[config.mk]
export PLATFORM = sky130hd
export DESIGN_NAME = l2_arbiter
export DESIGN_NICKNAME = d
export VERILOG_FILES = /design/src/rtl/lc3b_types.sv /design/src/rtl/l2_arbiter_control.sv /design/src/rtl/l2_arbiter.sv
export SDC_FILE = /design/constraint.sdc
export NUM_CORES = 1
export LEC_CHECK = 0
export ABC_CLOCK_PERIOD_IN_PS = 2890
export CAP_MARGIN = 20
export CELL_PAD_IN_SITES_DETAIL_PLACEMENT = 1
export CELL_PAD_IN_SITES_GLOBAL_PLACEMENT = 2
export CORE_AREA = 4 4 269 271
export CTS_CLUSTER_SIZE = 14
export DETAILED_ROUTE_END_ITERATION = 8
export DIE_AREA = 0 0 273 275
export PLACE_DENSITY = 0.69
export SYNTH_ARGS = -nofsm -noshare
export SYNTH_HDL_FRONTEND = slang
export SYNTH_SLANG_ARGS = --single-unit
[constraint.sdc]
create_clock -name clk -period 2.89 [get_ports clk]
set_input_delay 0.4335 -clock clk [delete_from_list [all_inputs] [get_ports clk]]
set_output_delay 0.4335 -clock clk [all_outputs]
set_load 0.05 [all_outputs]
[src/rtl/lc3b_types.sv]
// Shared LC-3b memory-side types: word/line widths and the L2 arbiter state.
package lc3b_types;

    typedef logic [15:0]  lc3b_word;
    typedef logic [127:0] lc3b_line;

    typedef enum logic [1:0] {
        IDLE  = 2'd0,
        GNT_I = 2'd1,
        GNT_D = 2'd2
    } l2_arb_state_t;

endpackage

[src/rtl/l2_arbiter_control.sv]
// Grant FSM for the shared L2 port: picks a requester in IDLE, holds the
// grant until l2_resp, then always returns through IDLE so the served side
// can drop its request before the next arbitration. prio flips to the other
// side after every completed transaction, giving strict alternation under
// contention.
module l2_arbiter_control
    import lc3b_types::*;
#(
    parameter logic I_FIRST = 1'b1
) (
    input  logic clk,
    input  logic rst_n,
    input  logic i_req,
    input  logic d_req,
    input  logic l2_resp,
    output logic sel_d,
    output logic busy
);

    l2_arb_state_t state_q, state_d;
    logic          prio_q, prio_d;   // 1 = I-side wins the next contention

    // State and priority registers; reset abandons any in-flight access.
    always_ff @(posedge clk or negedge rst_n) begin
        if (!rst_n) begin
            state_q <= IDLE;
            prio_q  <= I_FIRST;
        end else begin
            state_q <= state_d;
            prio_q  <= prio_d;
        end
    end

    // Next-state: arbitrate only from IDLE; a grant ends only on l2_resp.
    always_comb begin
        state_d = state_q;
        prio_d  = prio_q;
        case (state_q)
            IDLE: begin
                // l2_resp here is stray and deliberately ignored
                if (i_req && (!d_req || prio_q))
                    state_d = GNT_I;
                else if (d_req)
                    state_d = GNT_D;
            end
            GNT_I: begin
                if (l2_resp) begin
                    state_d = IDLE;
                    prio_d  = 1'b0;
                end
            end
            GNT_D: begin
                if (l2_resp) begin
                    state_d = IDLE;
                    prio_d  = 1'b1;
                end
            end
            default: state_d = IDLE;
        endcase
    end

    assign busy  = (state_q != IDLE);
    assign sel_d = (state_q == GNT_D);

endmodule

[src/rtl/l2_arbiter.sv]
// Shares the single L2 port between the I-cache (line fills) and the
// D-cache (fills and write-backs). The control block owns the grant; this
// level steers the request toward L2 and routes l2_resp to the granted side.
module l2_arbiter
    import lc3b_types::*;
#(
    parameter logic I_FIRST = 1'b1
) (
    input  logic            clk,
    input  logic            rst_n,

    input  logic            i_l2_read,
    input  logic [15:0]     i_l2_addr,
    output logic            i_l2_resp,
    output logic [127:0]    i_l2_rdata,

    input  logic            d_l2_read,
    input  logic            d_l2_write,
    input  logic [15:0]     d_l2_addr,
    input  logic [127:0]    d_l2_wdata,
    output logic            d_l2_resp,
    output logic [127:0]    d_l2_rdata,

    output logic            l2_read,
    output logic            l2_write,
    output logic [15:0]     l2_addr,
    output logic [127:0]    l2_wdata,
    input  logic            l2_resp,
    input  logic [127:0]    l2_rdata
);

    logic sel_d;
    logic busy;
    logic gnt_i;

    l2_arbiter_control #(
        .I_FIRST (I_FIRST)
    ) u_ctrl (
        .clk     (clk),
        .rst_n   (rst_n),
        .i_req   (i_l2_read),
        .d_req   (d_l2_read | d_l2_write),
        .l2_resp (l2_resp),
        .sel_d   (sel_d),
        .busy    (busy)
    );

    assign gnt_i = busy & ~sel_d;

    // Downstream request mux; everything is zero while nobody is granted.
    // A D-side read+write collision is resolved as a write.
    always_comb begin
        l2_read  = 1'b0;
        l2_write = 1'b0;
        l2_addr  = '0;
        l2_wdata = '0;
        if (gnt_i) begin
            l2_read = 1'b1;
            l2_addr = i_l2_addr;
        end else if (sel_d) begin
            l2_read  = d_l2_read & ~d_l2_write;
            l2_write = d_l2_write;
            l2_addr  = d_l2_addr;
            l2_wdata = d_l2_wdata;
        end
    end

    // Completion goes only to the side holding the grant.
    always_comb begin
        i_l2_resp = gnt_i & l2_resp;
        d_l2_resp = sel_d & l2_resp;
    end

    assign i_l2_rdata = l2_rdata;
    assign d_l2_rdata = l2_rdata;

endmodule

# Word-level counts from Yosys, hierarchy flattened

Index checks and enable logic that the tools add are counted.

Equal/unequal tests: 6
Reductions and logical operators: 9
Bitwise operators: 7
Multiplexer cells: 15

Operator list:

| kind                 | number |
|---|---|
| $mux W128            | 2 |
| $mux W16             | 2 |
| $mux W1              | 6 |
| $mux W2              | 3 |
| $and A1 B1 Y1        | 4 |
| $ne A2 B2 Y1 const B | 2 |
| $pmux W2 S2          | 1 |
| $reduce_bool A2 Y1   | 2 |
| $ne A3 B1 Y1 const B | 1 |
| $reduce_and A3 Y1    | 1 |
| $eq A2 B1 Y1 const B | 1 |
| $eq A2 B2 Y1 const B | 1 |
| $logic_not A2 Y1     | 1 |
| $ne A2 B1 Y1 const B | 1 |
| $not A1 Y1           | 2 |
| $pmux W1 S2          | 1 |
| $reduce_and A2 Y1    | 1 |
| $reduce_or A2 Y1     | 1 |
| $logic_and A1 B1 Y1  | 1 |
| $logic_not A1 Y1     | 1 |
| $logic_or A1 B1 Y1   | 1 |
| $or A1 B1 Y1         | 1 |

Flip-flop bits (word level): 3
Output and inout port bits: 404
Bits of input ports: 294
Word-level logic and storage cells: 39

# Depth between registers and ports, before layout

Gate-level depths: netlist of the first run.

Depth after elaboration: 6
Mapped depth: 6
Gate-level depth less buffers: 5

# Modules after synthesis

A second synthesis of the first run with hierarchy kept.

Cells, all modules: 444
Area total of the unflattened synthesis: 3199.3 um2

Modules (own cells, without submodules):

| module             | area each (um2) | times used | cells an instance | sequential area each (um2) |
|---|---|---|---|---|
| l2_arbiter         | 2997.9          | 1          | 425               | 0.0 |
| l2_arbiter_control | 201.4           | 1          | 19                | 76.3 |

# Worst setup path before layout of the first run

Ideal clock, no wire load.

Kind: register -> output
Start point: register u_ctrl.state_q[0]
End point: output port l2_read
Slack: 0.721 ns
Data required time: 2.457 ns
Arrival time: 1.736 ns
Buffers on the path: 2
Stages on the path, launching flop included: 7
Path through: dfrtp_1 > inv_1 > ha_1 > buf_6 > buf_2 > nand2_1 > o22ai_1

Word-level cells in the longest chain between the ends: 4
Elaborated cells between the ends (all ways): 6
Those cells by class: eq/ne (1); mux (2); bitwise (2); reduce/logical (1)

Ends and longest elaborated chain:

| item                     | RTL line                 | source |
|---|---|---|
| start: declaration       | l2_arbiter_control.sv:20 | `l2_arb_state_t state_q, state_d;` |
| start signal: assignment | l2_arbiter_control.sv:29 | `state_q <= state_d;` |
| $eq A2 B2 Y1 *           | l2_arbiter_control.sv:63 | `assign sel_d = (state_q == GNT_D);` |
| net sel_d                | l2_arbiter.sv:32         | `logic sel_d;` |
| $not A1 Y1               | l2_arbiter.sv:48         | `assign gnt_i = busy & ~sel_d;` |
| $and A1 B1 Y1            | l2_arbiter.sv:48         |  |
| $mux W1 *                | l2_arbiter.sv:57         | `if (gnt_i) begin` |
| end: declaration         | l2_arbiter.sv:24         | `output logic l2_read,` |

The timed path passes the listed nets; every way through them passes the cells marked *.

# Worst setup path after layout of the first run

Start point: register u_ctrl.state_q[0]
End point: output port l2_wdata[107]

Word-level cells in the longest chain between the ends: 4
Elaborated cells between the ends (all ways): 6
Those cells by class: eq/ne (1); mux (2); bitwise (2); reduce/logical (1)

Ends and longest elaborated chain:

| item             | RTL line                 | source |
|---|---|---|
| $eq A2 B2 Y1 *   | l2_arbiter_control.sv:63 |  |
| net sel_d        | l2_arbiter.sv:32         |  |
| $not A1 Y1       | l2_arbiter.sv:48         |  |
| $and A1 B1 Y1    | l2_arbiter.sv:48         |  |
| $mux W128 *      | l2_arbiter.sv:57         |  |
| end: declaration | l2_arbiter.sv:27         | `output logic [127:0] l2_wdata,` |

Marked as above.

==> results of run 1 <==
## worst register-to-register path, cell delays in order, from the launching register on
cell and delay, ns:
dfrtp_1 0.38, inv_1 0.10, ha_1 0.25, buf_4 0.18, nor2b_1 0.13, o21ai_1 0.10
o21ai_0 0.09
## synthesized netlist by cell type, types with 2 or more instances
master | n | area (sq um)
buf_6 | 3 | 33.78
dfrtp_1 | 2 | 50.05
a22o_1 | 15 | 131.4
ha_1 | 3 | 37.54
nand3_1 | 2 | 10.01
buf_2 | 13 | 65.06
inv_1 | 2 | 7.510
nor2b_1 | 2 | 12.51
a21o_1 | 2 | 15.01
nand2_1 | 4 | 15.01
buf_4 | 257 | 1929
and2_1 | 131 | 819.5
## worst max path at each step
stage / startpoint / end / slack (ns) / depth (start not counted)
CTS: u_ctrl.state_q[0]$_DFFE_PN0P_ / l2_wdata[102] / 0.26 / 4
global placement: u_ctrl.state_q[0]$_DFFE_PN0P_ / l2_wdata[110] / 0.51 / 4
finish: u_ctrl.state_q[0]$_DFFE_PN0P_ / l2_wdata[107] / 0.29 / 4
floorplan: u_ctrl.state_q[0]$_DFFE_PN0P_ / l2_read / 0.72 / 6
detailed placement: u_ctrl.state_q[0]$_DFFE_PN0P_ / l2_wdata[102] / 0.49 / 4
global route: u_ctrl.state_q[0]$_DFFE_PN0P_ / l2_wdata[92] / 0.19 / 4
## stage by stage
step	hold WS [ns]	total power [mW]	std cells	utilization, %	worst slack (ns)
floorplan	0.1379	3.977	446	-	0.7209
global placement	0.5182	5.784	1428	9.280	0.5105
detailed placement	0.5214	5.825	1428	9.280	0.4919
CTS	0.4093	6.053	1432	9.393	0.2580
global route	0.4270	6.178	1433	9.397	0.1875
finish	0.4057	5.937	1440	9.422	0.2901
## report_power, final
group | total [mW] | internal, mW | switching, mW | leakage, nW
clock | 0.219 | 0.182 | 0.0369 | 0.0382
combinational | 5.63 | 2.38 | 3.25 | 2.27
sequential | 0.0848 | 0.0659 | 0.0190 | 0.0361
total | 5.94 | 2.63 | 3.31 | 2.34
## cells by family after synthesis
| family | synth area share (%) |
|---|---|
| buffers and inverters | 63.33 |
| AND/OR/NAND/NOR | 27.27 |
| AO/OA/AOI/OAI | 5.866 |
| adder cells (fa/ha/maj) | 1.166 |
| flip-flops | 2.370 |
## state kept, by name, indices dropped and copies added, names as in the netlist
name	flops
u_ctrl.state_q	2
u_ctrl.prio_q	1
## metal layers
| layer | routed length, microns | vias up | track usage [%] |
|---|---|---|---|
| met5 | 238 | - | 1.348 |
| met4 | 797 | 18 | 1.770 |
| met3 | 4817 | 71 | 5.085 |
| met2 | 8693 | 479 | 7.823 |
| met1 | 6221 | 1214 | 4.220 |
| li1 | - | 1216 | - |
## final cells by class
type                       count  area (sq um)
inverter                       2         7.507
fill                        8259         63210
tap                          940          1176
timing repair buffer         316          4099
sequential                     3         76.32
clock buffer                   4         78.83
multi-input combinational    167          1117
antenna                        8         20.02
==> impl_metrics.json, run 1 <==
{
  "die_w_microns": 273,
  "setup_viol": 0,
  "antenna_found_initial": 14,
  "syn_nets": 743,
  "vias": 2998,
  "hpwl_microns": 18940,
  "cp_cell_sequence": "inv_1 > ha_4 > and2_1 > clkdlybuf4s50_1",
  "critPathBufInv": 2,
  "vdd.ir_drop.worst_mv": 0.3512,
  "rows": 97,
  "final_hold_viol_count": 0,
  "clockBufferDepth": 2,
  "ys_ff_latch": 3,
  "leakage_nw": 2.340,
  "status": "finished, final reports clean",
  "holdCritPathClass": "primary input to async pin",
  "r2r_slack_ns": 1.53,
  "ys_warn_count": 0,
  "cts_inserted_buffers": 3,
  "setup.worst_path.start_class": "flip-flop",
  "finalCriticalPeriod_ns": 2.600,
  "cp_max_fo": 31,
  "synthArstFlopShare_pct": 100.0,
  "final_common_cell": "clkdlybuf4s50_1",
  "dpl_cell_area_sq_um": 6476,
  "power.density_nw_per_um2": 903.0,
  "arrival_ns": 2.17,
  "r2r_cells": 6,
  "grt_max_degree": 99,
  "cts.sinks": 3,
  "htreeDepth": 1,
  "areaGrowthSynthToFinish_pct": 104.2,
  "wl_per_cell_microns": 14.42,
  "slowest_stage": "clkdlybuf4s50_1",
  "io_pins": 698,
  "syn_area_per_cell_sq_um": 7.221,
  "layout-drive-gt1-share_pct": 30.08,
  "cts_tree": "done",
  "worstMarginPinSlew_ns": 0.5088,
  "cap_violations": 0,
  "critPathRequiredTime_ns": 2.46,
  "track_usage_pct": 4.984,
  "postCtsHoldBufs": 0,
  "nets": 790,
  "critPathKind": "flip-flop to primary output",
  "period_share_pct": 89.96,
  "clockRootBuffer": "clkbuf_16",
  "max_stage_delay_ns": 0.80,
  "via_per_inst": 2.082,
  "grt_pass1_vias": 3404,
  "start_util_pct": 4.615,
  "drt_wl_total_microns": 20770,
  "synth.yosys.seq_area_share_pct": 2.370,
  "crit_family": "buffers and inverters",
  "core_sq_um": 69790,
  "postCtsResizedCells": 0,
  "drtIter0Drc": 40,
  "globalplace.congestion": 0.8593,
  "synthFlopType": "dfrtp_1",
  "cts_setup_buffers": 0,
  "layout_common_cells": "clkdlybuf4s50_1 (175), and2_1 (131), buf_12 (103), buf_4 (38), a22o_1 (15)",
  "ant_nets": 0,
  "drc": 0,
  "die_h_microns": 275,
  "cp-end-kind": "primary output",
  "synth_edf_count": 0,
  "tns_ns": 0,
  "fmax_ghz": 0.3846,
  "slew_headroom_pct": 65.97,
  "timing.rr.start": "u_ctrl.state_q[0]$_DFFE_PN0P_",
  "finalClockSkew_ns": 0.00004111,
  "clock_latency_ns": 0.22,
  "grt_overflow_total": 0,
  "die_area_sq_um": 75080,
  "clk_pin_slew_ns": 0.03,
  "netlist_instances": 446,
  "slew_violations": 0,
  "synthesis.area_sq_um": 3221,
  "synth_cell_types": 22,
  "worstReg2RegEnd": "u_ctrl.state_q[1]$_DFFE_PN0P_",
  "grt_pass1_wl_microns": 26500,
  "dr.pass1.iters": 4,
  "portBuffers": 313,
  "grt_setup_unrepaired": "no",
  "stdcell_area_sq_um": 6575
}
Power figures use the tool's default switching activity.
==> inputs of run 2 (changes only) <==
Settings changed: ABC_CLOCK_PERIOD_IN_PS 2890 to 2200, CORE_AREA 4 4 269 271 to 2 2 275 277, DIE_AREA 0 0 273 275 to 0 0 277 279, PLACE_DENSITY 0.69 to 0.68.
Clock period 2.89 ns to 2.2 ns, I/O delays scaled along.
==> run 2 against run 1 <==
  * Core utilization increased by 0.28 points
  * Cell count increased by 1.7%
  * Sequential share of layout area decreased by 0.099 points
  * Non-clock buffer count increased by 2
  * Global-route usage decreased by 0.69 points
  * Total power increased by 42%
  * Sequential power increased by 33%
  * Clock skew increased by 0.0018 ns
  * Critical path depth increased by 2
  * Combinational power increased by 43%
  * Worst hold slack got worse by 0.12 ns
  * First-iteration DRC count increased by 7.5%
  * Critical endpoint is now l2_addr[0]
  * Largest power group unchanged
==> impl_metrics.json, run 2 (same netlist as run 1, synthesis figures left out) <==
{
  "grt_pass1_wl_microns": 23940,
  "setup.worst_path.start_class": "flip-flop",
  "htreeDepth": 1,
  "grt_overflow_total": 0,
  "hold_ws_ns": 0.2899,
  "r2r_slack_ns": 0.70,
  "setup_ws_ns": 0.1065,
  "tns_ns": 0,
  "critPathRequiredTime_ns": 1.87,
  "clockBufferDepth": 2,
  "antenna_found_initial": 9,
  "fin_cells": 1464,
  "vias": 3023,
  "arrival_ns": 1.76,
  "final_hold_viol_count": 0,
  "cts_tree": "done",
  "finalClockSkew_ns": 0.001829,
  "r2r_cells": 5,
  "portBuffers": 313,
  "fillers": 8723,
  "setup_viol": 0,
  "fmax_ghz": 0.4777,
  "grt_pass1_vias": 3480,
  "drc": 0,
  "grt_max_degree": 49,
  "vdd.ir_drop.worst_mv": 0.7607,
  "io_pins": 698,
  "drt_wl_total_microns": 17640,
  "cp_cell_sequence": "inv_1 > ha_4 > nor2_4 > buf_4 > a22o_1 > buf_12",
  "cts.sinks": 3,
  "power.net_switching_mw": 4.387,
  "die_area_sq_um": 77280,
  "post-route-util_pct": 9.703,
  "final_common_cell": "clkdlybuf4s50_1",
  "largest_register_ffs": 2,
  "power_frac_comb_pct": 95.3,
  "wl_per_cell_microns": 12.05,
  "top_register": "u_ctrl.state_q",
  "drtIter0Drc": 43,
  "grt_setup_unrepaired": "no",
  "ant_nets": 0,
  "p_seq_share_pct": 1.3,
  "layout_common_cells": "clkdlybuf4s50_1 (165), buf_12 (151), and2_1 (131), a22o_1 (15), nand2_1 (4)",
  "slew_headroom_pct": 74.25,
  "clk_pin_slew_ns": 0.03,
  "via_per_inst": 2.065,
  "areaGrowthSynthToFinish_pct": 123.2,
  "max_stage_delay_ns": 0.41,
  "hpwl_microns": 16270,
  "holdCritPathClass": "primary input to async pin",
  "swShare_pct": 51.97,
  "cp-end-kind": "primary output",
  "reg.largest.list": "u_ctrl.state_q: 2 flops, u_ctrl.prio_q: 1 flops",
  "cp_max_fo": 17,
  "clock_latency_ns": 0.22,
  "status": "finished, final reports clean",
  "period_share_pct": 95.16,
  "internal_power_mw": 4.054,
  "dr.pass1.iters": 4,
  "power.density_nw_per_um2": 1174,
  "die_w_microns": 277,
  "slew_violations": 0,
  "start_util_pct": 4.348,
  "power_frac_clock_pct": 3.4,
  "worstMarginPinSlew_ns": 0.3920,
  "worstReg2RegEnd": "u_ctrl.prio_q$_DFFE_PN1P_",
  "globalplace.congestion": 0.8334,
  "slowest_stage": "dfrtp_1",
  "postCtsHoldBufs": 0,
  "finalCriticalPeriod_ns": 2.093,
  "place_ws_ns": 0.3156,
  "rows": 100,
  "regArea_sq_um": 76.32,
  "dp_cells": 1459,
  "multi_input_area_sq_um": 1120,
  "cap_violations": 0,
  "cts_inserted_buffers": 3,
  "timing.rr.start": "u_ctrl.state_q[0]$_DFFE_PN0P_",
  "track_usage_pct": 4.294,
  "layout-drive-gt1-share_pct": 32.59,
  "die_h_microns": 279,
  "clockRootBuffer": "clkbuf_16",
  "critPathKind": "flip-flop to primary output",
  "nets": 792,
  "core_sq_um": 74070,
  "leakage_nw": 2.521
}
==> run 2: cell types whose count changed in the layout (fill, tap and decap cells not counted) <==
cell	before	now
buf_12	103	151
clkdlybuf4s50_1	175	165
diode_2	8	1
ha_2	0	1
ha_1	2	1
buf_4	38	2
==> run 2: critical path, delay by kind of cell (launching register included) <==
| kind | cells | cell delay, ns |
|---|---|---|
| compound gates | 1 | 0.25 |
| fa+ha+maj | 1 | 0.30 |
| buf+inv | 3 | 0.52 |
| flops | 1 | 0.41 |
| simple gates | 1 | 0.06 |
==> run 2: how the worst max path moves through the flow <==
stage                                   from         end  slack [ns]  cells past startpoint
2_1_floorplan  u_ctrl.state_q[0]$_DFFE_PN0P_     l2_read        0.13                      6
3_3_place_gp   u_ctrl.state_q[0]$_DFFE_PN0P_  l2_addr[0]        0.32                      6
3_5_place_dp   u_ctrl.state_q[0]$_DFFE_PN0P_  l2_addr[0]        0.32                      6
4_1_cts        u_ctrl.state_q[0]$_DFFE_PN0P_  l2_addr[0]        0.07                      6
5_1_grt        u_ctrl.state_q[0]$_DFFE_PN0P_  l2_addr[3]      0.0003                      6
6_report       u_ctrl.state_q[0]$_DFFE_PN0P_  l2_addr[0]        0.11                      6
==> run 2: cell type report <==
type / count / area share (%)
clock buffer: 4 / 1.097
multi-input combinational: 167 / 15.58
timing repair buffer: 318 / 65.25
sequential: 3 / 1.062
tap: 969 / 16.87
inverter: 2 / 0.1045
antenna: 1 / 0.03482
==> run 2: power by group through the flow <==
stage	clock [mW]	combinational [mW]	sequential, mW
global route	0.296	8.32	0.116
CTS	0.290	8.14	0.114
finish	0.287	8.04	0.113
detailed placement	0	8.12	0.111
global placement	0	8.07	0.111
floorplan	0	5.12	0.101
==> run 2: what timing repair did <==
item                                    CTS  global route
buffers inserted                          0             0
gates resized for setup                   0             1
endpoints found under the setup margin    0            16
==> run 2: per-stage QoR <==
stage	total power, mW	area, sq um
after floorplan	5.224	3221
after global placement	8.185	7103
after detailed placement	8.235	7103
after CTS	8.541	7182
after global routing	8.729	7187
final	8.441	7187
==> run 2: metal layers <==
layer	vias to the layer above	wire, microns	global-route usage [%]	share of wire (%)
li1	1206	-	-	-
met1	1254	3960	2.605	22
met2	465	9495	8.717	54
met3	84	3191	2.929	18
met4	14	908	2.606	5.1
met5	-	89	0	0.50
==> inputs of run 3 (changes only) <==
Settings changed: ABC_CLOCK_PERIOD_IN_PS 2200 to 2500, PLACE_DENSITY 0.68 to 0.66.
Clock period 2.2 ns to 2.5 ns, I/O delays scaled along.
==> run 3 against run 2 <==
  * Flip-flop and latch count did not move
  * Clock-buffer cell count did not move
  * Worst hold slack improved by 0.063 ns
  * Highest routed layer unchanged
==> impl_metrics.json, run 3 (same netlist as run 1, synthesis figures left out) <==
{
  "leakage_nw": 2.426,
  "dr.pass1.iters": 3,
  "setup_viol": 0,
  "fillers": 8748,
  "start_util_pct": 4.348,
  "vias": 2970,
  "htreeDepth": 1,
  "critPathKind": "flip-flop to primary output",
  "grt_overflow_total": 0,
  "hpwl_microns": 16560,
  "grt_setup_unrepaired": "no",
  "cap_violations": 0,
  "largest_register_ffs": 2,
  "tns_ns": 0,
  "reg.largest.list": "u_ctrl.state_q: 2 flops, u_ctrl.prio_q: 1 flops",
  "grt_pass1_vias": 3382,
  "clk_pin_slew_ns": 0.03,
  "cp_max_fo": 108,
  "clockBufferDepth": 2,
  "postCtsResizedCells": 0,
  "grt_max_degree": 109,
  "final_hold_viol_count": 0,
  "finalCriticalPeriod_ns": 2.196,
  "power.density_nw_per_um2": 1029,
  "stdcell_area_sq_um": 6849,
  "drt_wl_total_microns": 18320,
  "via_per_inst": 2.033,
  "nets": 789,
  "layout_common_cells": "clkdlybuf4s50_1 (165), and2_1 (131), buf_12 (126), buf_4 (24), a22o_1 (15)",
  "period_share_pct": 87.86,
  "rows": 100,
  "postCtsHoldBufs": 0,
  "layout-drive-gt1-share_pct": 31.98,
  "antenna_found_initial": 12,
  "vdd.ir_drop.worst_mv": 0.7278,
  "cts_tree": "done",
  "wl_per_cell_microns": 12.54,
  "track_usage_pct": 4.363,
  "final_common_cell": "clkdlybuf4s50_1",
  "die_w_microns": 277,
  "slew_headroom_pct": 71.93,
  "areaGrowthSynthToFinish_pct": 112.7,
  "cts_inserted_buffers": 3,
  "core_sq_um": 74070,
  "top_register": "u_ctrl.state_q",
  "cp-end-kind": "primary output",
  "drtIter0Drc": 31,
  "fmax_ghz": 0.4553,
  "status": "finished, final reports clean",
  "finalClockSkew_ns": 0.0009076,
  "slew_violations": 0,
  "cts.sinks": 3,
  "dpl_cell_area_sq_um": 6768,
  "grt_pass1_wl_microns": 24390,
  "cts_setup_buffers": 0,
  "die_area_sq_um": 77280,
  "die_h_microns": 279,
  "clock_latency_ns": 0.22,
  "ant_nets": 0,
  "post-route-util_pct": 9.247,
  "portBuffers": 313,
  "multi_input_area_sq_um": 1117,
  "arrival_ns": 1.82,
  "globalplace.congestion": 0.7687,
  "critPathRequiredTime_ns": 2.12,
  "clockRootBuffer": "clkbuf_16",
  "holdCritPathClass": "primary input to async pin",
  "regArea_sq_um": 76.32,
  "worstMarginPinSlew_ns": 0.4211,
  "io_pins": 698,
  "drc": 0,
  "setup.worst_path.start_class": "flip-flop"
}
## run 3: cell count changes in the layout (fill, tap and decap cells not counted)
cell,delta
ha_1,+1
ha_2,-1
buf_4,+22
buf_12,-25
## run 3: final cells by class
type / instances / share of cell area [%]
timing repair buffer: 315 / 63.57
tap: 969 / 17.70
multi-input combinational: 167 / 16.31
clock buffer: 4 / 1.151
sequential: 3 / 1.114
inverter: 2 / 0.1096
antenna: 1 / 0.03654
## run 3: stage by stage
stage                     instances  hold slack, ns  total power [mW]  setup WS, ns
after floorplan                 446         0.07941             4.597        0.3894
after global placement         1456          0.5417             6.880        0.5099
after detailed placement       1456          0.5775             6.905        0.5186
after CTS                      1460          0.3534             7.176        0.2719
after global routing           1460          0.3529             7.327        0.1532
final                          1461          0.3528             7.047        0.3036
## run 3: worst max-delay path, cell delays in order, from the launching register on
cell	delay (ns)
dfrtp_1	0.40
inv_1	0.14
ha_4	0.25
buf_12	0.25
and2_1	0.26
buf_12	0.16
## run 3: where the power goes
part	switching, mW	internal [mW]
clock	0.0438	0.210
combinational	3.73	2.96
sequential	0.0252	0.0762
## run 3: final timing paths
path,startpoint,endpoint,slack (ns),cells after the start
min in group clk,u_ctrl.prio_q$_DFFE_PN1P_,u_ctrl.prio_q$_DFFE_PN1P_,0.56,1
max in group asynchronous,rst_n,u_ctrl.prio_q$_DFFE_PN1P_,1.91,1
worst min-delay path,rst_n,u_ctrl.state_q[0]$_DFFE_PN0P_,0.35,1
worst min register to register,u_ctrl.prio_q$_DFFE_PN1P_,u_ctrl.prio_q$_DFFE_PN1P_,0.56,1
worst max-delay path,u_ctrl.state_q[0]$_DFFE_PN0P_,l2_wdata[78],0.30,5
worst max register to register,u_ctrl.state_q[0]$_DFFE_PN0P_,u_ctrl.prio_q$_DFFE_PN1P_,1.01,5
## run 3: routing by layer
layer | track usage [%] | routed length [microns] | vias to the layer above
met5 | 0.3752 | 120 | -
met4 | 2.508 | 1104 | 18
met3 | 3.749 | 3755 | 81
met2 | 8.201 | 9187 | 483
met1 | 2.717 | 4149 | 1189
li1 | - | - | 1199
